`src/rtl/uart_pkg.sv`:
```
// Shared UART types and constants: receive-FSM state encoding, data width and idle line level.
package uart_pkg;

  localparam int   UART_DATA_BITS  = 8;
  localparam logic UART_IDLE_LEVEL = 1'b1;

  // PARITY exists in every build so the encoding is stable; only the parity build reaches it.
  typedef enum logic [2:0] {
    IDLE   = 3'd0,
    START  = 3'd1,
    DATA   = 3'd2,
    PARITY = 3'd3,
    STOP   = 3'd4
  } rx_state_t;

endpackage

```
`src/rtl/uart_sync2.sv`:
```
// Two-flop synchronizer for an asynchronous single-bit input; reset value is a parameter.
module uart_sync2 #(
  parameter logic ResetVal = 1'b1
) (
  input  logic clk,
  input  logic reset,
  input  logic d_i,
  output logic q_o
);

  logic meta_q;
  logic sync_q;

  always_ff @(posedge clk) begin
    if (reset) begin
      meta_q <= ResetVal;
      sync_q <= ResetVal;
    end else begin
      meta_q <= d_i;
      sync_q <= meta_q;
    end
  end

  assign q_o = sync_q;

endmodule

```
`src/rtl/uart_rx_framer.sv`:
```
// UART receiver: synchronizes rxLine, frames LSB-first characters and emits one-cycle write/error strobes.
// Optional 8E1 framing is enabled by defining UART_RX_PARITY_EN (default build is 8N1).
module uart_rx_framer
  import uart_pkg::*;
#(
  parameter int ClocksPerBit = 434
) (
  input  logic                      clk,
  input  logic                      reset,
  input  logic                      rxLine,
  output logic                      dataWriteEnable,
  output logic [UART_DATA_BITS-1:0] dataWrite,
  output logic                      frameError,
  output logic                      busy
);

  localparam int CountBits = $clog2(ClocksPerBit);
  localparam logic [CountBits-1:0] FullCount = CountBits'(ClocksPerBit - 1);
  localparam logic [CountBits-1:0] HalfCount = CountBits'(ClocksPerBit / 2 - 1);
  localparam logic [2:0]            LastBit   = 3'(UART_DATA_BITS - 1);

  logic rx_sync;

  uart_sync2 #(
    .ResetVal(UART_IDLE_LEVEL)
  ) u_sync (
    .clk  (clk),
    .reset(reset),
    .d_i  (rxLine),
    .q_o  (rx_sync)
  );

  rx_state_t                 state_q;
  logic [CountBits-1:0]      counter_q;
  logic [CountBits-1:0]      counter_d;
  logic [2:0]                bit_index_q;
  logic                      armed_q;
  logic [UART_DATA_BITS-1:0] shift_q;
  logic [UART_DATA_BITS-1:0] shift_d;
  logic                      write_en_q;
  logic [UART_DATA_BITS-1:0] data_q;
  logic                      frame_err_q;
  logic                      stop_good;
`ifdef UART_RX_PARITY_EN
  logic                      parity_err_q;
`endif

  assign counter_d = counter_q + CountBits'(1);
  assign shift_d   = {rx_sync, shift_q[UART_DATA_BITS-1:1]};

`ifdef UART_RX_PARITY_EN
  assign stop_good = rx_sync && !parity_err_q;
`else
  assign stop_good = rx_sync;
`endif

  always_ff @(posedge clk) begin
    if (reset) begin
      state_q      <= IDLE;
      counter_q    <= '0;
      bit_index_q  <= '0;
      armed_q      <= 1'b0;
      shift_q      <= '0;
      write_en_q   <= 1'b0;
      data_q       <= '0;
      frame_err_q  <= 1'b0;
`ifdef UART_RX_PARITY_EN
      parity_err_q <= 1'b0;
`endif
    end else begin
      write_en_q  <= 1'b0;
      frame_err_q <= 1'b0;
      unique case (state_q)
        IDLE: begin
`ifdef UART_RX_PARITY_EN
          parity_err_q <= 1'b0;
`endif
          // armed requires a high level first, so a line stuck low never starts a frame
          if (armed_q && !rx_sync) begin
            state_q   <= START;
            counter_q <= '0;
            armed_q   <= 1'b0;
          end else if (rx_sync) begin
            armed_q <= 1'b1;
          end
        end
        START: begin
          if (counter_q == HalfCount) begin
            counter_q   <= '0;
            bit_index_q <= '0;
            state_q     <= rx_sync ? IDLE : DATA;
          end else begin
            counter_q <= counter_d;
          end
        end
        DATA: begin
          if (counter_q == FullCount) begin
            counter_q   <= '0;
            shift_q     <= shift_d;
            bit_index_q <= bit_index_q + 3'd1;
            if (bit_index_q == LastBit) begin
`ifdef UART_RX_PARITY_EN
              state_q <= PARITY;
`else
              state_q <= STOP;
`endif
            end
          end else begin
            counter_q <= counter_d;
          end
        end
`ifdef UART_RX_PARITY_EN
        PARITY: begin
          if (counter_q == FullCount) begin
            counter_q    <= '0;
            parity_err_q <= (^shift_q) != rx_sync;
            state_q      <= STOP;
          end else begin
            counter_q <= counter_d;
          end
        end
`endif
        STOP: begin
          if (counter_q == FullCount) begin
            counter_q <= '0;
            armed_q   <= 1'b0;
            state_q   <= IDLE;
            if (stop_good) begin
              write_en_q <= 1'b1;
              data_q     <= shift_q;
            end else begin
              frame_err_q <= 1'b1;
            end
          end else begin
            counter_q <= counter_d;
          end
        end
        default: begin
          state_q   <= IDLE;
          counter_q <= '0;
          armed_q   <= 1'b0;
        end
      endcase
    end
  end

  assign dataWriteEnable = write_en_q;
  assign dataWrite       = data_q;
  assign frameError      = frame_err_q;
  assign busy            = (state_q != IDLE);

endmodule

```
`config.mk`:
```
export PLATFORM = sky130hd
export DESIGN_NAME = uart_rx_framer
export DESIGN_NICKNAME = d
export VERILOG_FILES = /design/src/rtl/uart_pkg.sv /design/src/rtl/uart_sync2.sv /design/src/rtl/uart_rx_framer.sv
export SDC_FILE = /design/constraint.sdc
export NUM_CORES = 1
export LEC_CHECK = 0
export ABC_AREA = 1
export CAP_MARGIN = 20
export CORE_ASPECT_RATIO = 2
export CORE_MARGIN = 3
export CORE_UTILIZATION = 61
export CTS_CLUSTER_SIZE = 28
export DETAILED_ROUTE_END_ITERATION = 10
export GPL_TIMING_DRIVEN = 0
export PLACE_DENSITY = 0.91
export SYNTH_ARGS = -nofsm -noshare
export SYNTH_HDL_FRONTEND = slang
export SYNTH_HIERARCHICAL = 1
export SYNTH_SLANG_ARGS = --single-unit
```
`constraint.sdc`:
```
create_clock -name clk -period 2.45 [get_ports clk]
set_input_delay 0.735 -clock clk [delete_from_list [all_inputs] [get_ports clk]]
set_output_delay 0.735 -clock clk [all_outputs]
set_load 0.05 [all_outputs]
```
==> impl_results.html <==
<table>
<tr><th>Metric</th><th>Value</th></tr>
<tr><th colspan="2">Status</th></tr>
<tr><td>Result of the run</td><td>complete, no violations</td></tr>
<tr><th colspan="2">Min path</th></tr>
<tr><td>Path type of the worst min-delay path</td><td>reg -&gt; reg</td></tr>
<tr><td>Cell depth of the worst hold path</td><td>2</td></tr>
<tr><th colspan="2">Placed design</th></tr>
<tr><td>Final weighted congestion in routability-driven placement</td><td>0.872</td></tr>
<tr><td>Detail Placement HPWL</td><td>2.65 mm</td></tr>
<tr><td>PortBufs</td><td>13</td></tr>
<tr><th colspan="2">Detailed routing</th></tr>
<tr><td>1st-iter DRT viols</td><td>42</td></tr>
<tr><td>Number of nets still failing antenna checks after routing</td><td>0</td></tr>
<tr><td>Post-route DRC</td><td>0</td></tr>
<tr><td>Wirelength per Cell</td><td>13.1 µm</td></tr>
<tr><td>Routed wire length</td><td>3.56 mm</td></tr>
<tr><td>First-pass DRT Iterations</td><td>4</td></tr>
<tr><td>Via-per-instance ratio</td><td>5.39</td></tr>
<tr><td>Vias after detailed routing</td><td>1467</td></tr>
<tr><th colspan="2">Global route</th></tr>
<tr><td>Wire length of the first global-routing pass</td><td>6.51 mm</td></tr>
<tr><td>Largest net degree at the start of global routing</td><td>11</td></tr>
<tr><td>Overall Global Routing Usage</td><td>0.247</td></tr>
<tr><td>Via count of the first global-routing pass</td><td>1574</td></tr>
<tr><td>Initial antenna violation count</td><td>0</td></tr>
<tr><td>Remaining global-route overflow</td><td>0</td></tr>
<tr><th colspan="2">Worst setup path</th></tr>
<tr><td>Worst path depth</td><td>1</td></tr>
<tr><td>Worst setup path category</td><td>reg -&gt; out</td></tr>
<tr><td>FF-to-FF End</td><td>dataWrite[1]</td></tr>
<tr><td>Endpoint arrival time on the critical path</td><td>1.43 ns</td></tr>
<tr><td>Type of element launching the critical path</td><td>flop</td></tr>
<tr><td>Cells on worst reg2reg path</td><td>10</td></tr>
<tr><td>Max stage delay cell, worst path</td><td>clkdlybuf4s50_1</td></tr>
<tr><td>Max stage delay on crit path</td><td>0.80 ns</td></tr>
<tr><td>CP startpoint</td><td>dataWrite[0]</td></tr>
<tr><td>Flop2flop setup slack</td><td>0.74 ns</td></tr>
<tr><td>Type of destination of the critical path</td><td>primary output</td></tr>
<tr><td>Req. time, crit path</td><td>1.71 ns</td></tr>
<tr><td>Critical Path, Cell by Cell</td><td>clkdlybuf4s50_1</td></tr>
<tr><td>Largest delay share family, worst path</td><td>buffers and inverters</td></tr>
<tr><td>Critical-path maximum fanout</td><td>2</td></tr>
<tr><td>Buffer and inverter count on the worst path</td><td>1</td></tr>
<tr><td>Timing endpoint of the critical path</td><td>dataWrite[0]</td></tr>
<tr><td>RR Startpoint</td><td>counter_q[0]</td></tr>
<tr><th colspan="2">STA</th></tr>
<tr><td>Setup repair after global routing missed its margin</td><td>no</td></tr>
<tr><td>Worst-case hold slack</td><td>0.449 ns</td></tr>
<tr><td>Final hold violation count</td><td>0</td></tr>
<tr><td>Setup-violating endpoint count in the final report</td><td>0</td></tr>
<tr><td>Clock period minus worst slack</td><td>2.17 ns</td></tr>
<tr><td>Final-report max-slew violation count</td><td>0</td></tr>
<tr><td>Worst-case headroom to the max-slew limit</td><td>0.661</td></tr>
<tr><td>Clock Skew</td><td>0.00773 ns</td></tr>
<tr><td>Total Negative Setup Slacks</td><td>0 ns</td></tr>
<tr><td>Fmax achieved</td><td>0.461 GHz</td></tr>
<tr><td>Tcrit/Tclk final</td><td>0.885</td></tr>
<tr><td>Tightest Pin Transition</td><td>0.506 ns</td></tr>
<tr><th colspan="2">Clocking</th></tr>
<tr><td>Root Driver</td><td>clkbuf_8</td></tr>
<tr><td>CTS Hold Bufs</td><td>0</td></tr>
<tr><td>Clock Pin Slew Worst Setup and Hold Paths</td><td>0.07 ns</td></tr>
<tr><td>CTS Buffer Depth</td><td>2</td></tr>
<tr><td>Insertion delay to the later sink of the worst-skew pair</td><td>0.29 ns</td></tr>
<tr><td>Clock sink total</td><td>36</td></tr>
<tr><td>TritonCTS clock tree</td><td>done</td></tr>
<tr><td>Max H-tree Level</td><td>2</td></tr>
<tr><td>Total CTS buffers</td><td>5</td></tr>
<tr><th colspan="2">Final layout</th></tr>
<tr><td>Fillers</td><td>197</td></tr>
<tr><td>Post-layout net count</td><td>251</td></tr>
<tr><td>Sequential Area</td><td>721 µm²</td></tr>
<tr><td>Area taken by multi-input logic gates</td><td>846 µm²</td></tr>
<tr><td>Layout cells sized above 1</td><td>0.152</td></tr>
<tr><td>Area growth syn-to-layout</td><td>14.9%</td></tr>
<tr><td>Ant. Diodes</td><td>0</td></tr>
<tr><th colspan="2">Synth</th></tr>
<tr><td>Post-synthesis sequential area ratio</td><td>0.424</td></tr>
<tr><td>Mapped cell area</td><td>1700 µm²</td></tr>
<tr><td>Mean cell area of the mapped netlist</td><td>7.63 µm²</td></tr>
<tr><td>Number of enable flip-flop cells after synthesis</td><td>0</td></tr>
<tr><td>Count of mapped cells out of synthesis</td><td>223</td></tr>
<tr><td>Number of synthesized register bits</td><td>36</td></tr>
<tr><td>Most used DFF post-synth</td><td>dfxtp_1</td></tr>
<tr><td>Yosys warns</td><td>6</td></tr>
<tr><td>Unique cell type count in the Yosys netlist</td><td>30</td></tr>
<tr><td>Number of nets in the synthesized netlist</td><td>231</td></tr>
<tr><td>Async S/R FF share, synth</td><td>0</td></tr>
<tr><th colspan="2">Floorplanning</th></tr>
<tr><td>Core area</td><td>2600 µm²</td></tr>
<tr><td>Initial standard-cell utilization of the core</td><td>0.654</td></tr>
<tr><td>Top-level port count</td><td>14</td></tr>
<tr><td>DIE AREA</td><td>3500 µm²</td></tr>
<tr><td>Die Height</td><td>80.7 µm</td></tr>
<tr><td>Die boundary width</td><td>43.3 µm</td></tr>
<tr><td>Row Count</td><td>26</td></tr>
<tr><th colspan="2">Pwr</th></tr>
<tr><td>Maximum resistive drop on vdd</td><td>474 µV</td></tr>
<tr><td>Total power after layout</td><td>1.28 mW</td></tr>
<tr><td>LEAKAGE</td><td>0.871 nW</td></tr>
<tr><td>Power density over the cells</td><td>654 nW/µm²</td></tr>
<tr><th colspan="2">Job</th></tr>
<tr><td>Max_cap viols</td><td>0</td></tr>
</table>
[stage by stage]
| step | worst slack (ns) | utilization | std cells | area [µm²] |
|---|---|---|---|---|
| global placement | 0.337 | 0.717 | 264 | 1870 |
| floorplan | 1.02 | - | 223 | 1700 |
| CTS | 0.273 | 0.751 | 272 | 1960 |
| global route | 0.224 | 0.751 | 272 | 1960 |
| finish | 0.283 | 0.751 | 272 | 1960 |
| detailed placement | 0.328 | 0.717 | 264 | 1870 |
[layer usage]
layer | vias up | wire [µm] | global-route usage | part of all wire
met5 | - | 0 | 0 | 0
met4 | 0 | 97 | 0.130 | 0.027
met3 | 10 | 82 | 0.0561 | 0.023
met2 | 25 | 2090 | 0.469 | 0.59
met1 | 680 | 1280 | 0.230 | 0.36
li1 | 752 | - | - | -
[sequential cells by signal, indices dropped and copies added (netlist names)]
| name | cells |
|---|---|
| shift_q | 8 |
| bit_index_q | 3 |
| counter_q | 9 |
| state_q | 3 |
| dataWriteEnable | 1 |
| u_sync/q_o | 1 |
| frameError | 1 |
| dataWrite | 8 |
| armed_q | 1 |
| u_sync/meta_q | 1 |
[cell families after synthesis]
kind of cell	after synthesis	share of synthesized area
compound gates	32	0.109
simple gates	118	0.346
xor+xnor	1	0.00515
buf+inv	31	0.0794
fa+ha+maj	5	0.0368
flops	36	0.424
[placed cells by master, fill, tap and decap left out, drive strengths merged]
cell type / count
xor2: 1
buf: 3
inv: 26
o211ai: 1
nand3: 20
clkbuf: 9
a21oi: 17
dfxtp: 36
o21bai: 1
clkinv: 1
a31oi: 1
clkdlybuf4s50: 12
ha: 5
nand2: 44
nand4: 5
dlygate4sd2: 1
nor3: 6
nor2: 42
or2: 1
o21ai: 12
[worst min-delay path by stage]
stage,end,slack [ns],from
finish,armed_q,0.45,armed_q
global route,armed_q,0.47,armed_q
CTS,armed_q,0.45,armed_q
detailed placement,u_sync/q_o,0.43,u_sync/meta_q
global placement,u_sync/q_o,0.39,u_sync/meta_q
floorplan,u_sync/q_o,0.39,u_sync/meta_q
[cell usage after synthesis (all sizes together) (3+ instances only)]
library cell / n / area share
a21oi: 17 / 0.054
buf: 3 / 0.012
dfxtp: 36 / 0.42
ha: 5 / 0.037
inv: 26 / 0.062
nand2: 44 / 0.12
nand3: 20 / 0.059
nand4: 5 / 0.018
nor2: 42 / 0.12
nor3: 6 / 0.029
o21ai: 12 / 0.035
[area by class of cell]
cell class | instances | share of cell area
plain buffers | 4 | 0.0128
clock buffers | 8 | 0.0461
inverters | 27 | 0.0563
multi-input cells | 156 | 0.433
flip-flops and latches | 36 | 0.369
well taps | 28 | 0.0179
repair buffers | 13 | 0.0659
[power breakdown]
group          total [mW]  leakage, nW  switching, mW  internal [mW]
Clock               0.426       0.0455          0.197          0.229
Sequential          0.634        0.291         0.0219          0.612
Combinational       0.218        0.534          0.144         0.0748
Total                1.28        0.871          0.362          0.916
[repair_timing]
item | in CTS | in global routing
setup buffers | 0 | 0
resized for setup | 1 | 0
setup endpoints to repair | 1 | 0
(Power assumes the default switching activity.)
